**src/rtl/apb_master_pkg.sv**
```systemverilog
// Shared types and defaults for the APB master: FSM state encoding,
// default bus widths and the completion-response record.
package apb_master_pkg;

  localparam int APB_ADDR_W_DEF = 3;
  localparam int APB_DATA_W_DEF = 8;

  typedef enum logic [1:0] {
    IDLE   = 2'd0,
    SETUP  = 2'd1,
    ACCESS = 2'd2
  } state_e;

  typedef struct packed {
    logic [APB_DATA_W_DEF-1:0] rdata;
    logic                      timeout;
  } rsp_t;

endpackage

```
**src/rtl/apb_master_if.sv**
```systemverilog
// Command, APB bus and response signals of the APB master bundled together;
// 'master' is the view taken by apb_master, 'slave' the view of its peers.
interface apb_master_if
  import apb_master_pkg::*;
#(
  parameter int ADDR_W = APB_ADDR_W_DEF,
  parameter int DATA_W = APB_DATA_W_DEF
);

  logic              cmd_valid;
  logic              cmd_ready;
  logic              cmd_write;
  logic [ADDR_W-1:0] cmd_addr;
  logic [DATA_W-1:0] cmd_wdata;

  logic              psel;
  logic              penable;
  logic              pwrite;
  logic [ADDR_W-1:0] paddr;
  logic [DATA_W-1:0] pwdata;
  logic [DATA_W-1:0] prdata;
  logic              pready;

  logic              rsp_valid;
  logic [DATA_W-1:0] rsp_rdata;
  logic              rsp_timeout;

  modport master (
    input  cmd_valid, cmd_write, cmd_addr, cmd_wdata, prdata, pready,
    output cmd_ready, psel, penable, pwrite, paddr, pwdata,
           rsp_valid, rsp_rdata, rsp_timeout
  );

  modport slave (
    output cmd_valid, cmd_write, cmd_addr, cmd_wdata, prdata, pready,
    input  cmd_ready, psel, penable, pwrite, paddr, pwdata,
           rsp_valid, rsp_rdata, rsp_timeout
  );

endinterface

```
**src/rtl/apb_master_wdog.sv**
```systemverilog
// ACCESS-phase watchdog: counts stalled cycles while en_i is high and flags
// expiry on the TIMEOUT_CYCLES-th one; clr_i restarts the count.
module apb_master_wdog #(
  parameter int TIMEOUT_CYCLES = 16
) (
  input  logic clk_i,
  input  logic reset_n,
  input  logic clr_i,
  input  logic en_i,
  output logic expired_o
);

  localparam int CNT_W = $clog2(TIMEOUT_CYCLES + 1);

  logic [CNT_W-1:0] cnt_q, cnt_d;

  assign expired_o = en_i && (cnt_q == CNT_W'(TIMEOUT_CYCLES - 1));

  // Holds at the expiry value; the FSM leaves ACCESS on that cycle anyway.
  always_comb begin
    cnt_d = cnt_q;
    if (clr_i) begin
      cnt_d = '0;
    end else if (en_i && !expired_o) begin
      cnt_d = cnt_q + CNT_W'(1);
    end
  end

  always_ff @(posedge clk_i or negedge reset_n) begin
    if (!reset_n) begin
      cnt_q <= '0;
    end else begin
      cnt_q <= cnt_d;
    end
  end

endmodule

```
**src/rtl/apb_master.sv**
```systemverilog
// Single-outstanding APB master: command handshake in, APB SETUP/ACCESS out,
// one-cycle response pulse. Optional watchdog under APB_MASTER_TIMEOUT_EN.
module apb_master
  import apb_master_pkg::*;
#(
  parameter int ADDR_W         = APB_ADDR_W_DEF,
  parameter int DATA_W         = APB_DATA_W_DEF,
  parameter int TIMEOUT_CYCLES = 16
) (
  input  logic         clk_i,
  input  logic         reset_n,
  apb_master_if.master bus
);

  state_e            state_q, state_d;
  logic [ADDR_W-1:0] paddr_q, paddr_d;
  logic              pwrite_q, pwrite_d;
  logic [DATA_W-1:0] pwdata_q, pwdata_d;
  logic              rsp_valid_q, rsp_valid_d;
  logic [DATA_W-1:0] rsp_rdata_q, rsp_rdata_d;
  logic              rsp_timeout_q, rsp_timeout_d;

  logic cmd_ready;
  logic accept;
  logic done;
  logic abort;
  logic wd_clr;
  logic wd_en;
  logic wd_expired;

  assign wd_en  = (state_q == ACCESS) && !bus.pready;
  assign wd_clr = (state_d == SETUP);

`ifdef APB_MASTER_TIMEOUT_EN
  apb_master_wdog #(
    .TIMEOUT_CYCLES (TIMEOUT_CYCLES)
  ) u_wdog (
    .clk_i     (clk_i),
    .reset_n   (reset_n),
    .clr_i     (wd_clr),
    .en_i      (wd_en),
    .expired_o (wd_expired)
  );
`else
  logic unused_wdog;
  assign unused_wdog = wd_clr ^ wd_en ^ (TIMEOUT_CYCLES == 0);
  assign wd_expired  = 1'b0;
`endif

  assign accept = bus.cmd_valid && cmd_ready;

  always_comb begin
    state_d   = state_q;
    cmd_ready = 1'b0;
    done      = 1'b0;
    abort     = 1'b0;
    unique case (state_q)
      IDLE: begin
        cmd_ready = 1'b1;
        if (bus.cmd_valid) state_d = SETUP;
      end
      SETUP: state_d = ACCESS;
      ACCESS: begin
        // pready on the expiry cycle still counts as a normal completion.
        if (bus.pready) begin
          cmd_ready = 1'b1;
          done      = 1'b1;
          state_d   = bus.cmd_valid ? SETUP : IDLE;
        end else if (wd_expired) begin
          abort   = 1'b1;
          state_d = IDLE;
        end
      end
      default: state_d = IDLE;
    endcase
  end

  always_comb begin
    paddr_d       = paddr_q;
    pwrite_d      = pwrite_q;
    pwdata_d      = pwdata_q;
    if (accept) begin
      paddr_d  = bus.cmd_addr;
      pwrite_d = bus.cmd_write;
      pwdata_d = bus.cmd_write ? bus.cmd_wdata : '0;
    end
    rsp_valid_d   = done || abort;
    rsp_timeout_d = abort;
    rsp_rdata_d   = (done && !pwrite_q) ? bus.prdata : '0;
  end

  always_ff @(posedge clk_i or negedge reset_n) begin
    if (!reset_n) begin
      state_q       <= IDLE;
      paddr_q       <= '0;
      pwrite_q      <= 1'b0;
      pwdata_q      <= '0;
      rsp_valid_q   <= 1'b0;
      rsp_rdata_q   <= '0;
      rsp_timeout_q <= 1'b0;
    end else begin
      state_q       <= state_d;
      paddr_q       <= paddr_d;
      pwrite_q      <= pwrite_d;
      pwdata_q      <= pwdata_d;
      rsp_valid_q   <= rsp_valid_d;
      rsp_rdata_q   <= rsp_rdata_d;
      rsp_timeout_q <= rsp_timeout_d;
    end
  end

  assign bus.cmd_ready   = cmd_ready;
  assign bus.psel        = (state_q != IDLE);
  assign bus.penable     = (state_q == ACCESS);
  assign bus.pwrite      = pwrite_q;
  assign bus.paddr       = paddr_q;
  assign bus.pwdata      = pwdata_q;
  assign bus.rsp_valid   = rsp_valid_q;
  assign bus.rsp_rdata   = rsp_rdata_q;
  assign bus.rsp_timeout = rsp_timeout_q;

endmodule

```
**src/flat_wrapper.sv**
```systemverilog
// flat-port wrapper written by rule: the top's interface ports become plain ports
module apb_master_flat import apb_master_pkg::*;
#(
  parameter int ADDR_W         = APB_ADDR_W_DEF,
  parameter int DATA_W         = APB_DATA_W_DEF,
  parameter int TIMEOUT_CYCLES = 16
)
  (clk_i, reset_n, bus_cmd_valid, bus_cmd_write, bus_cmd_addr, bus_cmd_wdata, bus_prdata, bus_pready, bus_cmd_ready, bus_psel, bus_penable, bus_pwrite, bus_paddr, bus_pwdata, bus_rsp_valid, bus_rsp_rdata, bus_rsp_timeout);
  apb_master_if #(.ADDR_W(ADDR_W), .DATA_W(DATA_W)) bus_i ();
  input  logic clk_i;
  input  logic reset_n;
  input wire logic [$bits(bus_i.cmd_valid)-1:0] bus_cmd_valid;
  input wire logic [$bits(bus_i.cmd_write)-1:0] bus_cmd_write;
  input wire logic [$bits(bus_i.cmd_addr)-1:0] bus_cmd_addr;
  input wire logic [$bits(bus_i.cmd_wdata)-1:0] bus_cmd_wdata;
  input wire logic [$bits(bus_i.prdata)-1:0] bus_prdata;
  input wire logic [$bits(bus_i.pready)-1:0] bus_pready;
  output wire logic [$bits(bus_i.cmd_ready)-1:0] bus_cmd_ready;
  output wire logic [$bits(bus_i.psel)-1:0] bus_psel;
  output wire logic [$bits(bus_i.penable)-1:0] bus_penable;
  output wire logic [$bits(bus_i.pwrite)-1:0] bus_pwrite;
  output wire logic [$bits(bus_i.paddr)-1:0] bus_paddr;
  output wire logic [$bits(bus_i.pwdata)-1:0] bus_pwdata;
  output wire logic [$bits(bus_i.rsp_valid)-1:0] bus_rsp_valid;
  output wire logic [$bits(bus_i.rsp_rdata)-1:0] bus_rsp_rdata;
  output wire logic [$bits(bus_i.rsp_timeout)-1:0] bus_rsp_timeout;
  assign bus_i.cmd_valid = bus_cmd_valid;
  assign bus_i.cmd_write = bus_cmd_write;
  assign bus_i.cmd_addr = bus_cmd_addr;
  assign bus_i.cmd_wdata = bus_cmd_wdata;
  assign bus_i.prdata = bus_prdata;
  assign bus_i.pready = bus_pready;
  assign bus_cmd_ready = bus_i.cmd_ready;
  assign bus_psel = bus_i.psel;
  assign bus_penable = bus_i.penable;
  assign bus_pwrite = bus_i.pwrite;
  assign bus_paddr = bus_i.paddr;
  assign bus_pwdata = bus_i.pwdata;
  assign bus_rsp_valid = bus_i.rsp_valid;
  assign bus_rsp_rdata = bus_i.rsp_rdata;
  assign bus_rsp_timeout = bus_i.rsp_timeout;
  apb_master #(.ADDR_W(ADDR_W), .DATA_W(DATA_W), .TIMEOUT_CYCLES(TIMEOUT_CYCLES)) u_core (.clk_i(clk_i), .reset_n(reset_n), .bus(bus_i));
endmodule
```
**config.mk**
```make
export PLATFORM = sky130hd
export DESIGN_NAME = apb_master_flat
export DESIGN_NICKNAME = d
export VERILOG_FILES = /design/src/rtl/apb_master_pkg.sv /design/src/rtl/apb_master_if.sv /design/src/rtl/apb_master_wdog.sv /design/src/rtl/apb_master.sv /design/src/flat_wrapper.sv
export SDC_FILE = /design/constraint.sdc
export NUM_CORES = 1
export LEC_CHECK = 0
export CAP_MARGIN = 20
export CORE_ASPECT_RATIO = 1.4
export CORE_MARGIN = 2
export CORE_UTILIZATION = 34
export CTS_BUF_LIST = sky130_fd_sc_hd__clkbuf_8 sky130_fd_sc_hd__clkbuf_16
export CTS_CLUSTER_DIAMETER = 120
export DETAILED_ROUTE_END_ITERATION = 10
export PLACE_DENSITY = 0.74
export REMOVE_ABC_BUFFERS = 1
export SYNTH_ARGS = -nofsm -noshare
export SYNTH_HDL_FRONTEND = slang
export SYNTH_SLANG_ARGS = --single-unit
export TNS_END_PERCENT = 50
```
**constraint.sdc**
```tcl
create_clock -name clk_i -period 1.35 [get_ports clk_i]
set_input_delay 0.2025 -clock clk_i [delete_from_list [all_inputs] [get_ports clk_i]]
set_output_delay 0.2025 -clock clk_i [all_outputs]
set_load 0.01 [all_outputs]
```
==> key figures, run 1 <==
Global routing
  – Met2 usage: 25.49%
  – Total Routing Usage GR: 13.70%
  – First-pass GRT wire length: 3.063 mm
  – Largest net degree at the start of global routing: 24
  – Vias in the first global route: 740
  – M1 GR Usage: 13.55%
  – Busiest grt layer: met2
  – Met3 GRT Util: 2.186%
  – Grt ovf: 0
  – Initial antenna violation count: 0

Synth
  – Syn_area_per_cell: 12.89 um^2
  – Cell variety after synth: 17
  – Post-synthesis sequential area ratio: 61.99%
  – Post-synthesis cell count: 72
  – Warnings from Yosys: 0
  – Mapped Area: 928.4 um^2
  – Synthesis-stage register bit count: 23

Critical path
  – Worst setup EP type: flop
  – Reg2reg end: u_core.bus.paddr[0]
  – Flop2flop setup slack: 10 ps
  – Crit-path max FO: 5
  – CP cell instances: buf_6 -> nor3b_4 -> buf_6 -> mux2_4
  – CP delay by family, top: flip-flops
  – WP buf/inv: 2
  – Crit-path most repeated cell: buf_6
  – Worst path max stage delay: 430 ps
  – Worst EP arrival: 1480 ps
  – CP required: 1490 ps
  – CP Class: reg -> reg
  – R2R cell count: 4
  – Slowest cell on the critical path: dfrtp_2
  – Nature of the critical path startpoint: flop
  – R2R Path Start: u_core.state_q[0]

Final layout
  – Share of cells above drive strength 1: 18.25%
  – Synth-to-Final Area Change: 63.61%
  – Non-Filler Instances: 162
  – Most frequent cells in the layout: clkdlybuf4s50_1, dfrtp_1, dlygate4sd2_1, inv_1
  – Final net count: 151
  – Antenna diodes: 0
  – Final core area utilization: 58.09%
  – Most common cell after layout, fill and taps aside: clkdlybuf4s50_1

Placed design
  – Detailed placement HPWL: 1.484 mm
  – Port bufs: 47
  – Routability cong.: 0.6190
  – DP Cell Count: 155

Drt
  – 1st-pass router iterations: 4
  – WL final: 1.960 mm
  – DRC violations left: 0
  – DR iter-0 viols: 12
  – Vias/cell: 4.173
  – Average routed wire per standard cell: 12.10 um
  – Final ANT Viol Nets: 0
  – Vias: 676

Clock tree
  – Clk sink count: 23
  – Insertion delay to the later sink of the worst-skew pair: 250 ps
  – CTS H-tree lvls: 1
  – CTS root buf: clkbuf_8
  – Post-CTS Hold Fix Bufs: 0
  – Clock tree buffer depth: 2
  – CTS tree: done
  – CTS buffer count: 3
  – CTS clk-pin slew, worst paths: 80 ps

Pwr
  – Lkg Pwr: 0.0008472 uW
  – Power per cell area: 1244 nW/um^2
  – Worst VDD drop: 0.6906 mV

STA
  – Fmax: 747.9 MHz
  – WHS: 305.2 ps
  – Final setup vio count: 0
  – Fin Setup TNS: 0 ps
  – Hold Vio Cnt, Final: 0
  – Max-slew violations: 0
  – Post-layout min period: 1337 ps
  – Clk_skew: 1.651 ps
  – Final Cycle Share: 99.05%
  – Unrepaired setup endpoints after global routing: true

Die
  – Core Area: 2615 um^2
  – DIE AREA: 3171 um^2
  – Die Span Y: 65.83 um
  – Row cnt: 22
  – Initial Util: 35.50%
  – Die Width: 48.17 um
  – Boundary pin count: 49

Run status
  – Outcome: finished clean

Flow run
  – Number of max-cap violations: 0

Worst hold path
  – Hold WC Path Type: in -> async
==> cell type report <==
class,instances,area [um^2]
multi-input cells,37,299.0
inverters,9,33.78
fillers,236,1096
clock buffers,3,41.29
flip-flops and latches,23,576.8
well taps,36,45.04
clock inverters,1,5.005
repair buffers,53,518.0
==> kinds of logic after synthesis <==
logic type	share of synthesized area, %
buf+inv	7.008
flops	61.99
mux	15.09
simple gates	15.50
other cells	0.4039
==> per-stage QoR <==
step           power [uW]  setup WS, ps  cell area [um^2]
2_1_floorplan        1139        -199.1             897.1
4_1_cts              1908        -10.45              1493
3_5_place_dp         1537        -349.7              1435
3_3_place_gp         1517        -276.3              1435
6_report             1889         12.84              1519
5_1_grt              2011        -31.99              1519
==> worst max-delay path by stage <==
stage / slack, ps / from / end / cells past startpoint
2_1_floorplan: -200 / u_core.state_q[1] / u_core.bus.paddr[0] / 3
3_3_place_gp: -280 / bus_pready / u_core.bus.pwdata[7] / 5
3_5_place_dp: -350 / bus_pready / u_core.bus.pwdata[2] / 5
4_1_cts: -10 / u_core.state_q[1] / u_core.bus.paddr[0] / 4
5_1_grt: -30 / u_core.state_q[0] / u_core.bus.paddr[0] / 4
6_report: 10 / u_core.state_q[0] / u_core.bus.paddr[0] / 4
==> worst register-to-register path, cell delays in order (launching register included) <==
cell     delay [ps]
dfrtp_2         430
buf_6           130
nor3b_4         210
buf_6           160
mux2_4          300
==> sequential cells by signal, indices dropped and copies added (netlist names) <==
name,cells
u_core.bus.rsp_valid,1
u_core.bus.pwdata,8
u_core.bus.paddr,3
u_core.bus.pwrite,1
u_core.state_q,2
u_core.bus.rsp_rdata,8
==> where the power goes <==
part / switching (uW) / internal, uW
registers: 63.7 / 808
logic: 251 / 367
clock network: 195 / 205
==> Yosys cell counts <==
library cell,number,area [um^2]
buf_1,1,3.750
inv_1,9,33.78
or2_2,1,6.260
and2_1,8,50.05
mux2_4,1,15.01
mux2i_1,8,80.08
and2b_1,1,7.510
nor3b_4,1,18.77
dfrtp_1,23,575.6
nand2_1,8,30.03
conb_1,1,3.750
buf_4,1,7.510
buf_12,1,20.02
nor2_1,2,7.510
nor2b_4,1,13.76
and3b_2,1,10.01
mux2_2,4,45.04
==> metal layers <==
metal / share of wire, % / wire length (um)
met5: 0 / 0
met4: 1.5 / 30
met3: 5.6 / 109
met2: 57 / 1127
met1: 35 / 692
==> what timing repair did <==
| item | in CTS | in global routing |
|---|---|---|
| setup buffers | 2 | 1 |
| resized for setup | 23 | 12 |
| pin swaps | 1 | 1 |
| setup endpoints to repair | 23 | 16 |
(Power assumes the default switching activity.)
==> run 2, diff against run 1 <==
--- a/config.mk
+++ b/config.mk
@@ -8,11 +8,11 @@
 export CAP_MARGIN = 20
 export CORE_ASPECT_RATIO = 1.4
 export CORE_MARGIN = 2
-export CORE_UTILIZATION = 34
+export CORE_UTILIZATION = 40
 export CTS_BUF_LIST = sky130_fd_sc_hd__clkbuf_8 sky130_fd_sc_hd__clkbuf_16
 export CTS_CLUSTER_DIAMETER = 120
 export DETAILED_ROUTE_END_ITERATION = 10
-export PLACE_DENSITY = 0.74
+export PLACE_DENSITY = 0.81
 export REMOVE_ABC_BUFFERS = 1
 export SYNTH_ARGS = -nofsm -noshare
 export SYNTH_HDL_FRONTEND = slang
==> constraint.sdc (replaced) <==
create_clock -name clk_i -period 1.55 [get_ports clk_i]
set_input_delay 0.2325 -clock clk_i [delete_from_list [all_inputs] [get_ports clk_i]]
set_output_delay 0.2325 -clock clk_i [all_outputs]
set_load 0.01 [all_outputs]
==> key figures, run 2 (synthesis results as in run 1) <==
Drt
  – DR top layer: met4 (unchanged)
  – Vias/cell: 4.503 (was 4.173)
  – DRC violations left: 0 (unchanged)
  – WL met2: 1.057 mm (was 1.127 mm)
  – Met3 WL: 65 um (was 109 um)
  – WL final: 1.871 mm (was 1.960 mm)
  – Final ANT Viol Nets: 0 (unchanged)
  – Vias: 662 (was 676)
  – DR iter-0 viols: 5 (was 12)
  – Average routed wire per standard cell: 12.73 um (was 12.10 um)
  – 1st-pass router iterations: 2 (was 4)
  – WL met1: 730 um (was 692 um)

Placed design
  – Routability cong.: 0.6653 (was 0.6190)
  – Detailed placement HPWL: 1.469 mm (was 1.484 mm)
  – Area after DPL: 1433 um^2 (was 1435 um^2)
  – Port bufs: 47 (unchanged)

Die
  – Die Span Y: 61 um (was 65.83 um)
  – Initial Util: 42.64% (was 35.50%)
  – Row cnt: 20 (was 22)
  – DIE AREA: 2728 um^2 (was 3171 um^2)
  – Boundary pin count: 49 (unchanged)
  – Die Width: 44.72 um (was 48.17 um)
  – Core Area: 2177 um^2 (was 2615 um^2)

Clock tree
  – Clk sink count: 23 (unchanged)
  – # Post-CTS Setup Buffers: 0 (was 2)
  – CTS buffer count: 3 (unchanged)
  – CTS tree: done (unchanged)
  – CTS H-tree lvls: 1 (unchanged)
  – Insertion delay to the later sink of the worst-skew pair: 250 ps (about the same)
  – CTS clk-pin slew, worst paths: 80 ps (about the same)
  – CTS root buf: clkbuf_8 (unchanged)
  – Clock tree buffer depth: 2 (unchanged)

STA
  – Unrepaired setup endpoints after global routing: false (was true)
  – Hold Vio Cnt, Final: 0 (unchanged)
  – Final setup vio count: 0 (unchanged)
  – Final Cycle Share: 94.78%
  – Max-slew violations: 0 (unchanged)
  – Clk_skew: 2.494 ps (was 1.651 ps)
  – Fmax: 680.7 MHz
  – Post-layout min period: 1469 ps

Final layout
  – Final core area utilization: 67.70% (was 58.09%)
  – Most common cell after layout, fill and taps aside: clkdlybuf4s50_1 (unchanged)
  – Most frequent cells in the layout: clkdlybuf4s50_1, dfrtp_1, inv_1 (was clkdlybuf4s50_1, dfrtp_1, dlygate4sd2_1, inv_1)
  – Synth-to-Final Area Change: 58.76% (was 63.61%)
  – Fillers: 170 (was 236)
  – Final cell area excluding filler cells: 1474 um^2 (was 1519 um^2)
  – Final net count: 150 (was 151)
  – Antenna diodes: 0 (unchanged)
  – Share of cells above drive strength 1: 13.60% (was 18.25%)

Global routing
  – Initial antenna violation count: 0 (unchanged)
  – Grt ovf: 0 (unchanged)
  – Total Routing Usage GR: 15.03% (was 13.70%)
  – Largest net degree at the start of global routing: 24 (unchanged)
  – Vias in the first global route: 666 (was 740)
  – First-pass GRT wire length: 2.932 mm (was 3.063 mm)

Critical path
  – Worst EP arrival: 1240 ps (was 1480 ps)
  – R2R cell count: 4 (unchanged)
  – Crit-path max FO: 4 (was 5)
  – Slowest cell on the critical path: dfrtp_1 (was dfrtp_2)
  – Nature of the critical path startpoint: flop (unchanged)
  – Worst path max stage delay: 410 ps (was 430 ps)
  – Worst setup EP type: primary output (was flop)
  – CP Class: reg -> out (was reg -> reg)
  – CP required: 1320 ps (was 1490 ps)
  – CP cell instances: or2_2 -> dlygate4sd2_1 (was buf_6 -> nor3b_4 -> buf_6 -> mux2_4)

Run status
  – Outcome: finished clean (unchanged)

Worst hold path
  – Hold WC Path Type: in -> async (unchanged)

Pwr
  – Worst VDD drop: 0.7645 mV (was 0.6906 mV)
  – Power per cell area: 1135 nW/um^2 (was 1244 nW/um^2)
  – Lkg Pwr: 0.0006937 uW (was 0.0008472 uW)

Flow run
  – Number of max-cap violations: 0 (unchanged)
run 2: changes by cell type in the layout (fill, tap and decap cells not counted), sizes merged, moves of 2 or more:
cell           delta
clkbuf            -2
dlygate4sd2       -8
clkdlybuf4s50    +18
buf               -2
dlymetal6s2s      -7
run 2: stage by stage:
step | TNS [ps] | cells | setup WS, ps | total power (uW) | hold WS [ps]
3_3_place_gp | -351.1 | 143 | -107.9 | 1337 | 505.2
2_1_floorplan | 0 | 69 | 0.9500 | 992.1 | -63.09
5_1_grt | 0 | 147 | 43.54 | 1761 | 366.8
6_report | 0 | 147 | 80.87 | 1673 | 320.5
4_1_cts | 0 | 147 | 68.72 | 1691 | 326.8
3_5_place_dp | -800.1 | 143 | -126.2 | 1354 | 504.9
run 2: cell type report:
type	count	area, um^2	area share, %
clock buffers	3	41.29	2.801
clock inverters	1	3.754	0.2547
inverters	9	33.78	2.292
multi-input cells	37	287.8	19.52
flip-flops and latches	23	575.6	39.05
well taps	22	27.53	1.868
repair buffers	52	504.2	34.21
run 2: routing by layer:
metal	vias to the layer above	global-route usage [%]
li1	324	-
met1	321	17.41
met2	15	26.29
met3	2	3.274
met4	0	6.494
met5	-	0
run 2: worst paths after layout:
| kind | slack [ps] | to | start |
|---|---|---|---|
| setup / recovery | 80 | bus_psel | u_core.state_q[0] |
| hold / removal | 320 | u_core.bus.rsp_rdata[5] | reset_n |
| setup reg to reg | 160 | u_core.bus.paddr[0] | u_core.state_q[0] |
| hold reg to reg | 520 | u_core.bus.paddr[2] | u_core.bus.paddr[2] |
| max in group asynchronous | 1010 | u_core.bus.pwrite | reset_n |
| min in group clk_i | 520 | u_core.bus.paddr[2] | u_core.bus.paddr[2] |
run 2: critical path, delay by kind of cell, from the launching register on:
| family | cells | cell delay, ps |
|---|---|---|
| AND/OR/NAND/NOR | 1 | 290 |
| flip-flops | 1 | 410 |
| buffers and inverters | 1 | 280 |
run 2: report_power, final:
part           internal [uW]  total [uW]  switching [uW]
Clock                    176         354             177
Sequential               703         763            60.3
Combinational            348         556             209
run 2: repair_timing:
item	CTS	global route
hold buffers	0	0
setup endpoints to repair	3	0
hold endpoints to repair	0	0
resized for setup	3	0
==> run 3, diff against run 2 <==
--- a/config.mk
+++ b/config.mk
@@ -12,8 +12,10 @@
 export CTS_BUF_LIST = sky130_fd_sc_hd__clkbuf_8 sky130_fd_sc_hd__clkbuf_16
 export CTS_CLUSTER_DIAMETER = 120
 export DETAILED_ROUTE_END_ITERATION = 10
+export MAX_ROUTING_LAYER = met4
 export PLACE_DENSITY = 0.81
 export REMOVE_ABC_BUFFERS = 1
+export SKIP_CTS_REPAIR_TIMING = 1
 export SYNTH_ARGS = -nofsm -noshare
 export SYNTH_HDL_FRONTEND = slang
 export SYNTH_SLANG_ARGS = --single-unit
==> key figures, run 3 (synthesis results as in run 1) <==
Final layout
  – Share of cells above drive strength 1: 13.60% (unchanged)
  – Synth-to-Final Area Change: 59.97% (was 58.76%)
  – Most frequent cells in the layout: clkdlybuf4s50_1, dfrtp_1, inv_1 (unchanged)
  – Antenna diodes: 0 (unchanged)
  – Area of the multi-input gates: 287.8 um^2 (unchanged)
  – Sequential cell area: 575.6 um^2 (unchanged)
  – Fillers: 166 (was 170)
  – Final core area utilization: 68.22% (was 67.70%)
  – Most common cell after layout, fill and taps aside: clkdlybuf4s50_1 (unchanged)
  – Final net count: 150 (unchanged)

Critical path
  – Crit-path max FO: 3 (was 4)
  – Worst setup EP type: primary output (unchanged)
  – CP Class: reg -> out (unchanged)
  – WP buf/inv: 1 (unchanged)
  – Worst EP arrival: 1190 ps (was 1240 ps)
  – R2R cell count: 4 (unchanged)
  – Flop2flop setup slack: 160 ps (about the same)
  – Critical path depth: 1 (was 2)
  – R2R Path Start: u_core.state_q[0] (unchanged)
  – CP required: 1320 ps (about the same)
  – Slowest cell on the critical path: clkdlybuf4s50_1 (was dfrtp_1)
  – Worst path max stage delay: 560 ps (was 410 ps)
  – Crit path launch: u_core.bus.pwrite (was u_core.state_q[0])
  – CP cell instances: clkdlybuf4s50_1 (was or2_2 -> dlygate4sd2_1)
  – Nature of the critical path startpoint: flop (unchanged)
  – CP delay by family, top: buffers and inverters (was flip-flops)

Drt
  – WL final: 1.878 mm (was 1.871 mm)
  – Vias: 661 (was 662)
  – Vias/cell: 4.497 (was 4.503)
  – DR iter-0 viols: 3 (was 5)
  – DRC violations left: 0 (unchanged)
  – Average routed wire per standard cell: 12.78 um (was 12.73 um)
  – Final ANT Viol Nets: 0 (unchanged)
  – 1st-pass router iterations: 3 (was 2)

Global routing
  – Vias in the first global route: 666 (unchanged)
  – Total Routing Usage GR: 15.51% (was 15.03%)
  – Grt ovf: 0 (unchanged)
  – Largest net degree at the start of global routing: 24 (unchanged)
  – First-pass GRT wire length: 2.932 mm (unchanged)
  – Initial antenna violation count: 0 (unchanged)

Placed design
  – Detailed placement HPWL: 1.469 mm (unchanged)
  – Pre-CTS setup slack: -126.2 ps (unchanged)
  – Routability cong.: 0.6716 (was 0.6653)
  – Port bufs: 47 (unchanged)

Die
  – Initial Util: 42.64% (unchanged)
  – Die Width: 44.72 um (unchanged)
  – Core Area: 2177 um^2 (unchanged)
  – Boundary pin count: 49 (unchanged)
  – Die Span Y: 61 um (unchanged)
  – DIE AREA: 2728 um^2 (unchanged)
  – Row cnt: 20 (unchanged)

STA
  – WHS: 319.1 ps (was 320.5 ps)
  – Final setup vio count: 0 (unchanged)
  – Final Cycle Share: 91.52% (was 94.78%)
  – Hold Vio Cnt, Final: 0 (unchanged)
  – Clk_skew: 2.782 ps (was 2.494 ps)
  – Fmax: 704.9 MHz (was 680.7 MHz)
  – Setup ws final: 131.4 ps (was 80.87 ps)
  – Max-slew violations: 0 (unchanged)
  – Unrepaired setup endpoints after global routing: false (unchanged)
  – Post-layout min period: 1419 ps (was 1469 ps)

Clock tree
  – CTS H-tree lvls: 1 (unchanged)
  – CTS tree: done (unchanged)
  – CTS root buf: clkbuf_8 (unchanged)
  – CTS buffer count: 3 (unchanged)
  – Clk sink count: 23 (unchanged)
  – Insertion delay to the later sink of the worst-skew pair: 250 ps (about the same)
  – Clock tree buffer depth: 2 (unchanged)
  – CTS clk-pin slew, worst paths: 80 ps (about the same)

Run status
  – Outcome: finished clean (unchanged)

Pwr
  – Worst VDD drop: 0.7740 mV (was 0.7645 mV)
  – Tot Pwr: 1681 uW (was 1673 uW)
  – Power per cell area: 1132 nW/um^2 (was 1135 nW/um^2)
  – Lkg Pwr: 0.0007192 uW (was 0.0006937 uW)

Flow run
  – Number of max-cap violations: 0 (unchanged)

Worst hold path
  – Hold WC Path Type: in -> async (unchanged)
==> run 3: metrics by stage <==
step | std cells | setup TNS [ps] | cell area (um^2)
global placement | 143 | -351.1 | 1433
global route | 147 | 0 | 1485
floorplan | 69 | 0 | 897.1
CTS | 147 | -268.0 | 1478
finish | 147 | 0 | 1485
detailed placement | 143 | -800.1 | 1433
==> run 3: layout make-up <==
class,count,area share (%)
multi-input cells,37,19.38
clock buffers,3,2.780
inverters,9,2.275
clock inverters,1,0.2527
well taps,22,1.853
flip-flops and latches,23,38.75
repair buffers,52,34.71
==> run 3: path summary, 6_finish.rpt <==
kind / to
max in group asynchronous: u_core.bus.paddr[2]
worst max register to register: u_core.bus.paddr[0]
min in group clk_i: u_core.bus.paddr[2]
worst min-delay path: u_core.bus.rsp_rdata[5]
worst max-delay path: bus_pwrite
worst min register to register: u_core.bus.paddr[2]
==> run 3: power breakdown <==
| group | total (uW) | internal (uW) | switching, uW |
|---|---|---|---|
| registers | 764 | 703 | 61.4 |
| clock network | 351 | 176 | 175 |
| logic | 565 | 356 | 208 |
==> run 3: metal layers <==
metal  vias to the layer above  routed length, um  track usage, %
li1                        322                  -               -
met2                        15               1049           26.29
met4                         0                 17           6.494
met3                         2                 66           3.274
met1                       322                744           17.41
met5                         -                  0               -
